==> src/rtl/stream_arb_pkg.sv <==
// Shared types, default constants and sizing helper for the stream arbiter.
package stream_arb_pkg;

    typedef enum logic {
        ST_IDLE = 1'b0,
        ST_XFER = 1'b1
    } state_t;

    localparam int unsigned N_SRC_DEF   = 4;
    localparam int unsigned DW_DEF      = 8;
    localparam int unsigned TIMEOUT_DEF = 16;

    // Width of a source index; never narrower than one bit.
    function automatic int unsigned grant_w(input int unsigned n);
        return (n <= 2) ? 1 : $clog2(n);
    endfunction

endpackage

==> src/rtl/stream_arb_rr.sv <==
// Round-robin picker: first requester at or after ptr, wrapping modulo N_SRC.
module stream_arb_rr
    import stream_arb_pkg::*;
#(
    parameter  int unsigned N_SRC = N_SRC_DEF,
    localparam int unsigned GW    = grant_w(N_SRC)
) (
    input  logic [N_SRC-1:0] req,
    input  logic [GW-1:0]    ptr,
    output logic [GW-1:0]    idx,
    output logic             found
);

    // Pick the requester with the smallest rotated distance from ptr.
    always_comb begin
        int unsigned best_d;
        int unsigned d;
        best_d = N_SRC;
        d      = 0;
        idx    = '0;
        found  = 1'b0;
        for (int unsigned j = 0; j < N_SRC; j++) begin
            d = (j + N_SRC - 32'(ptr)) % N_SRC;
            if (req[j] && (d < best_d)) begin
                best_d = d;
                idx    = GW'(j);
                found  = 1'b1;
            end
        end
    end

endmodule

==> src/rtl/stream_arb.sv <==
// Packet-granular round-robin merge of N_SRC streams into one registered output.
// Optional stall watchdog enabled by defining STREAM_ARB_TIMEOUT_EN.
module stream_arb
    import stream_arb_pkg::*;
#(
    parameter  int unsigned N_SRC   = N_SRC_DEF,
    parameter  int unsigned DW      = DW_DEF,
    parameter  int unsigned TIMEOUT = TIMEOUT_DEF,
    localparam int unsigned GW      = grant_w(N_SRC)
) (
    input  logic                clk,
    input  logic                rst,
    input  logic [N_SRC*DW-1:0] s_tdata,
    input  logic [N_SRC-1:0]    s_tvalid,
    input  logic [N_SRC-1:0]    s_tlast,
    output logic [N_SRC-1:0]    s_tready,
    output logic [DW-1:0]       m_tdata,
    output logic                m_tvalid,
    input  logic                m_tready,
    output logic                m_tlast,
    output logic [GW-1:0]       grant,
    output logic                busy,
    output logic                err_timeout
);

    state_t            state_q, state_d;
    logic [GW-1:0]     grant_q, grant_d;
    logic [GW-1:0]     ptr_q, ptr_d;
    logic [DW-1:0]     m_tdata_q, m_tdata_d;
    logic              m_tlast_q, m_tlast_d;
    logic              m_tvalid_q, m_tvalid_d;
    logic              err_q, err_d;

    logic [GW-1:0]     rr_idx;
    logic              rr_found;
    logic [N_SRC-1:0]  grant_oh;
    logic              sel_valid;
    logic              sel_last;
    logic [DW-1:0]     sel_data;
    logic              slot_free;
    logic              accept;
    logic              term;
    logic              timeout_hit;

    stream_arb_rr #(.N_SRC(N_SRC)) u_rr (
        .req   (s_tvalid),
        .ptr   (ptr_q),
        .idx   (rr_idx),
        .found (rr_found)
    );

    assign slot_free = !m_tvalid_q || m_tready;

    // Route the granted source's beat; other sources' data and last are ignored.
    always_comb begin
        grant_oh  = '0;
        sel_valid = 1'b0;
        sel_last  = 1'b0;
        sel_data  = '0;
        for (int unsigned i = 0; i < N_SRC; i++) begin
            if (grant_q == GW'(i)) begin
                grant_oh[i] = 1'b1;
                sel_valid   = s_tvalid[i];
                sel_last    = s_tlast[i];
                sel_data    = s_tdata[i*DW +: DW];
            end
        end
    end

`ifdef STREAM_ARB_TIMEOUT_EN
    localparam int unsigned CW = $clog2(TIMEOUT + 1);
    logic [CW-1:0] cnt_q, cnt_d;

    assign timeout_hit = (state_q == ST_XFER) && (cnt_q == CW'(TIMEOUT));

    // Count consecutive source-stall cycles in XFER; saturates at TIMEOUT.
    always_comb begin
        cnt_d = cnt_q;
        if ((state_q != ST_XFER) || accept || term)
            cnt_d = '0;
        else if (!sel_valid && !timeout_hit)
            cnt_d = cnt_q + 1'b1;
    end

    // Watchdog counter register.
    always_ff @(posedge clk or posedge rst) begin
        if (rst) cnt_q <= '0;
        else     cnt_q <= cnt_d;
    end
`else
    assign timeout_hit = 1'b0 && (TIMEOUT != 0);
`endif

    // Next-state, grant, source handshake and output-register load.
    always_comb begin
        state_d    = state_q;
        grant_d    = grant_q;
        ptr_d      = ptr_q;
        m_tdata_d  = m_tdata_q;
        m_tlast_d  = m_tlast_q;
        m_tvalid_d = m_tvalid_q;
        err_d      = 1'b0;
        s_tready   = '0;
        accept     = 1'b0;
        term       = 1'b0;

        if (m_tvalid_q && m_tready)
            m_tvalid_d = 1'b0;

        unique case (state_q)
            ST_IDLE: begin
                if (rr_found) begin
                    grant_d = rr_idx;
                    ptr_d   = GW'((32'(rr_idx) + 1) % N_SRC);
                    state_d = ST_XFER;
                end
            end
            ST_XFER: begin
                if (slot_free) begin
                    if (timeout_hit) begin
                        // Forced termination beat takes the output slot instead of the source.
                        term       = 1'b1;
                        m_tvalid_d = 1'b1;
                        m_tdata_d  = '0;
                        m_tlast_d  = 1'b1;
                        err_d      = 1'b1;
                        state_d    = ST_IDLE;
                    end else begin
                        s_tready = grant_oh;
                        if (sel_valid) begin
                            accept     = 1'b1;
                            m_tvalid_d = 1'b1;
                            m_tdata_d  = sel_data;
                            m_tlast_d  = sel_last;
                            if (sel_last)
                                state_d = ST_IDLE;
                        end
                    end
                end
            end
            default: state_d = ST_IDLE;
        endcase
    end

    // State and output registers; reset discards any in-flight beat.
    always_ff @(posedge clk or posedge rst) begin
        if (rst) begin
            state_q    <= ST_IDLE;
            grant_q    <= '0;
            ptr_q      <= '0;
            m_tdata_q  <= '0;
            m_tlast_q  <= 1'b0;
            m_tvalid_q <= 1'b0;
            err_q      <= 1'b0;
        end else begin
            state_q    <= state_d;
            grant_q    <= grant_d;
            ptr_q      <= ptr_d;
            m_tdata_q  <= m_tdata_d;
            m_tlast_q  <= m_tlast_d;
            m_tvalid_q <= m_tvalid_d;
            err_q      <= err_d;
        end
    end

    assign m_tdata     = m_tdata_q;
    assign m_tlast     = m_tlast_q;
    assign m_tvalid    = m_tvalid_q;
    assign grant       = grant_q;
    assign busy        = (state_q == ST_XFER);
    assign err_timeout = err_q;

endmodule

==> config.mk <==
export PLATFORM = sky130hd
export DESIGN_NAME = stream_arb
export DESIGN_NICKNAME = d
export VERILOG_FILES = /design/src/rtl/stream_arb_pkg.sv /design/src/rtl/stream_arb_rr.sv /design/src/rtl/stream_arb.sv
export SDC_FILE = /design/constraint.sdc
export NUM_CORES = 1
export LEC_CHECK = 0
export BUFFER_PORTS_ARGS = -buffer_cell sky130_fd_sc_hd__buf_4
export CAP_MARGIN = 20
export CORE_ASPECT_RATIO = 0.5
export CORE_MARGIN = 8
export CORE_UTILIZATION = 40
export CTS_BUF_LIST = sky130_fd_sc_hd__clkbuf_4 sky130_fd_sc_hd__clkbuf_8
export DETAILED_ROUTE_END_ITERATION = 10
export MAX_ROUTING_LAYER = met4
export PLACE_DENSITY = 0.82
export SLEW_MARGIN = 5
export SYNTH_ARGS = -nofsm -noshare
export SYNTH_HDL_FRONTEND = slang
export SYNTH_SLANG_ARGS = --single-unit
==> constraint.sdc <==
create_clock -name clk -period 6.74 [get_ports clk]
set_input_delay 1.348 -clock clk [delete_from_list [all_inputs] [get_ports clk]]
set_output_delay 1.348 -clock clk [all_outputs]
set_load 0.05 [all_outputs]
Yosys cells after proc, flatten, opt, wreduce, memory -nomap -nowiden
Cells that the tools add are included.
Operators by class
  bitwise gates (word level): 1
  multiplexer cells: 37
  $add $sub $neg: 5
  order comparisons: 4
  reductions and logical operators: 10
  eq/ne operators: 3
Operator list (count)
  $mux W8: 4
  $mux W1: 25
  $lt A2 B3 Y1: 3
  $mux W3: 3
  $mux W4: 2
  $logic_and A1 B1 Y1: 5
  $eq A2 B2 Y1 const B: 2
  $mux W2: 2
  $sub A1 B2 Y2 const A: 2
  $sub A2 B2 Y2 const A: 2
  $lt A2 B3 Y1 const B: 1
  $reduce_and A3 Y1: 1
  $add A2 B1 Y2 const B: 1
  $eq A2 B1 Y1 const B: 1
  $logic_not A2 Y1: 1
  $pmux W1 S2: 1
  $reduce_and A2 Y1: 1
  $logic_not A1 Y1: 1
  $logic_or A1 B1 Y1: 1
  $not A1 Y1: 1
Storage, ports and cells
  input port bits: 43
  output and inout port bits: 18
  flip-flop bits (word level): 15

Logic depth before layout (Yosys ltp)
  depth in word-level cells: 15
  depth in mapped cells: 12

By module
A second synthesis with hierarchy kept.
Second synthesis, totals
  cell total of the unflattened synthesis: 89
  area total of the unflattened synthesis: 1086.0 µm²
By module, submodules not included
  stream_arb: cells an instance 61, times used 1, area each 908.4 µm²
  stream_arb_rr: cells an instance 28, times used 1, area each 177.7 µm²

Worst setup path after synthesis
OpenSTA, ideal clock, no wires.
  kind: input port to output port
  from: in m_tready
  to: out s_tready[0]
  data required time: 5.392 ns
  arrival time: 2.804 ns
  setup slack: 2.588 ns
  stages on the path: 3
  path buffers: 0
  cells stage by stage: or2b_2 -> and2_1 -> nor3b_1
Between the ends
  word-level cells in the longest chain between the ends: 3
Ends and longest elaborated chain
  from (decl): line stream_arb.sv:19  | input logic m_tready,
  $logic_or A1 B1 Y1: line stream_arb.sv:52  | assign slot_free = !m_tvalid_q || m_tready;
  $mux W4: line stream_arb.sv:119  | if (slot_free) begin
  $mux W4: line stream_arb.sv:110  | unique case (state_q)
  to (decl): line stream_arb.sv:16  | output logic [N_SRC-1:0] s_tready,
No other way between the ends.

Worst setup path in the final report
Ends and elaborated chain as after synthesis.

==> out/results.tsv <==
stage	metric	value	unit
grt	antenna_found_initial	0	
placed_design	port-buffer-count	59	
logic_synthesis	synth_area_leader_cell	dfrtp_1	
final_layout	drive_above_1_share	0.516	
die	die_x	91.7	um
power	power.density	543	nW/um^2
timing	fin_crit	3.72	ns
final_layout	nFillCells	229	
detailed_routing	drt_wl_total	3130	um
power	power	881	uW
grt	grt_usage	0.132	
power	total_leakage_power	0.786	nW
grt	top_usage_layer	met2	
detailed_routing	viasPerCell	5.23	
grt	met2_usage	0.256	
timing	maxSlewViolCount	0	
grt	overflow	0	
timing	tightest_slew	0.688	ns
worst_setup_path	end_kind	primary output	
worst_hold_path	hp-start	m_tdata[6]	
clocking	clockBufferDepth	2	
logic_synthesis	synthCells	101	
logic_synthesis	ys_seq_area_frac	0.328	
outcome	status	completed	
final_layout	fin_util	0.612	
timing	setup_viol	0	
clocking	clkLatencyLatePin	0.24	ns
timing	tns	0	ns
worst_setup_path	startpoint	m_tready	
grt	grtUsageMet3	0.0360	
clocking	postCtsSetupBuffers	0	
clocking	h-tree-depth	1	
detailed_routing	drt-initial-drc-count	30	
timing	rsz0062_at_grt	no	
logic_synthesis	synthTopCellsByCount	15 x dfrtp_1, 10 x nand2_1, 8 x mux2_2	
logic_synthesis	synth_top_area_share	0.328	
timing	fmax	269	MHz
logic_synthesis	synth_edf_count	0	
detailed_routing	vias	1015	
placed_design	dp_hpwl	2570	um
grt	grt_use_met1	0.128	
logic_synthesis	synth_top_flop_cell	dfrtp_1	
clocking	root_buffer	clkbuf_8	
worst_setup_path	critPathKind	in2out	
detailed_routing	drc_errors	0	
detailed_routing	avgRoutedWirePerCell	16.2	um
detailed_routing	drtPass1Iterations	4	
clocking	clk_pin_slew_worst_paths	0.06	ns
logic_synthesis	yosysMostFrequentCell	dfrtp_1	
die	core-area	2650	um^2
clocking	cts_sinks	15	
logic_synthesis	synth_area_leaders	dfrtp_1 33%, mux4_2 12%, mux4_1 9.2%, mux2_2 7.9%, nand2_1 3.3%	
worst_hold_path	hold_class	reg2reg	
worst_setup_path	cp-start-kind	input port	
logic_synthesis	synth-seq-cells	15	
clocking	cts_made_buffers	3	
detailed_routing	ant_nets	0	
logic_synthesis	async_reset_ff_frac	1.00	
grt	grt_max_degree	17	
worst_setup_path	r2r_start	ptr_q[0]	
die	die_h	53.9	um
timing	slew_headroom	0.542	
logic_synthesis	synth_cell_types	39	
power	peakVddDrop	0.257	mV
die	dieArea	4940	um^2
final_layout	diodes	0	
logic_synthesis	synth_area_per_cell	11.3	um^2
logic_synthesis	yosys_warnings	0	
logic_synthesis	syn_area	1150	um^2
worst_setup_path	worstPathMaxFanout	4	
grt	grt_pass1_vias	1075	
final_layout	syn2layout_area_growth	41.6	%
timing	fin_crit_sh	0.552	
worst_setup_path	crit_required	5.39	ns
placed_design	gp_congestion	0.851	
timing	fin_hold_ws	0.505	ns
timing	fin_skew	0.00126	ns
clocking	hold_buffers	0	
logic_synthesis	synth_fp_nets	146	
die	ios	61	
die	row_count	13	
worst_setup_path	arrival	2.37	ns
run	max_cap_violations	0	
die	initial_core_util	0.432	
final_layout	nNetsFinal	203	
clocking	cts-resized-gates	0	
grt	grt_pass1_wl	5020	um
clocking	tritoncts	yes	
timing	hold_viol	0	
==> stage by stage <==
| stage | setup WS, ns | cells | area [um^2] |
|---|---|---|---|
| after floorplan | 2.59 | 101 | 1150 |
| after global placement | 3.03 | 190 | 1570 |
| after detailed placement | 2.91 | 190 | 1570 |
| after CTS | 3.01 | 194 | 1620 |
| after global routing | 2.97 | 194 | 1620 |
| final | 3.02 | 194 | 1620 |
==> critical path, cell delays in order <==
cell	delay [ns]
buf_4	0.11
or2b_2	0.33
and2_1	0.21
nor3b_1	0.15
buf_4	0.23
==> layer usage <==
layer,part of all wire,routed length [um]
met1,0.37,1150
met3,0.046,143
met2,0.56,1750
met5,0,0
met4,0.027,85
==> logic make-up after synthesis <==
kind of cell    count (synthesis)  synth area share
fa+ha+maj                       2            0.0218
flops                          15             0.328
xor+xnor                        1           0.00764
simple gates                   27             0.135
buf+inv                        13            0.0731
mux                            19             0.297
compound gates                 23             0.134
other cells                     1           0.00327
==> placed cells by master, fill, tap and decap left out, types with 2 or more instances in the layout <==
cell type / netlist / routed
mux4_1: 4 / 4
a21oi_1: 6 / 6
inv_1: 6 / 6
buf_4: 2 / 59
clkbuf_8: 1 / 3
and3_1: 2 / 2
a21o_1: 2 / 2
mux2_2: 8 / 8
o22ai_1: 2 / 2
ha_1: 2 / 2
a221oi_1: 2 / 2
nand2_1: 10 / 10
o21ai_0: 3 / 3
nand2b_1: 2 / 2
nor2_1: 4 / 4
dfrtp_1: 15 / 15
mux4_2: 6 / 6
==> sequential cells by signal (all words and copies together), names as in the netlist <==
register and count:
grant 2, m_tlast 1, m_tvalid 1, busy 1
ptr_q 2, m_tdata 8
==> worst paths after layout <==
path / end / slack [ns] / depth (start not counted)
min in group asynchronous: m_tdata[1] / 1.16 / 2
max reg2reg: grant[0] / 3.92 / 11
min reg2reg: m_tdata[6] / 0.50 / 1
max in group asynchronous: grant[0] / 5.20 / 2
min: m_tdata[6] / 0.50 / 1
max: s_tready[0] / 3.02 / 5
==> report_power, final <==
part | leakage (nW) | total [mW] | internal [mW] | switching [mW]
clock network | 0.0262 | 0.0750 | 0.0458 | 0.0291
logic | 0.587 | 0.592 | 0.258 | 0.334
registers | 0.173 | 0.213 | 0.138 | 0.0753
total | 0.786 | 0.881 | 0.442 | 0.439
==> final cells by class <==
| cell class | instances | area [um^2] | area share |
|---|---|---|---|
| flip-flops and latches | 15 | 375 | 0.231 |
| repair buffers | 59 | 443 | 0.273 |
| multi-input cells | 73 | 687 | 0.423 |
| well taps | 37 | 46.3 | 0.0285 |
| clock buffers | 4 | 48.8 | 0.0301 |
| inverters | 6 | 22.5 | 0.0139 |
No activity file was read; power rests on OpenSTA's default activity.
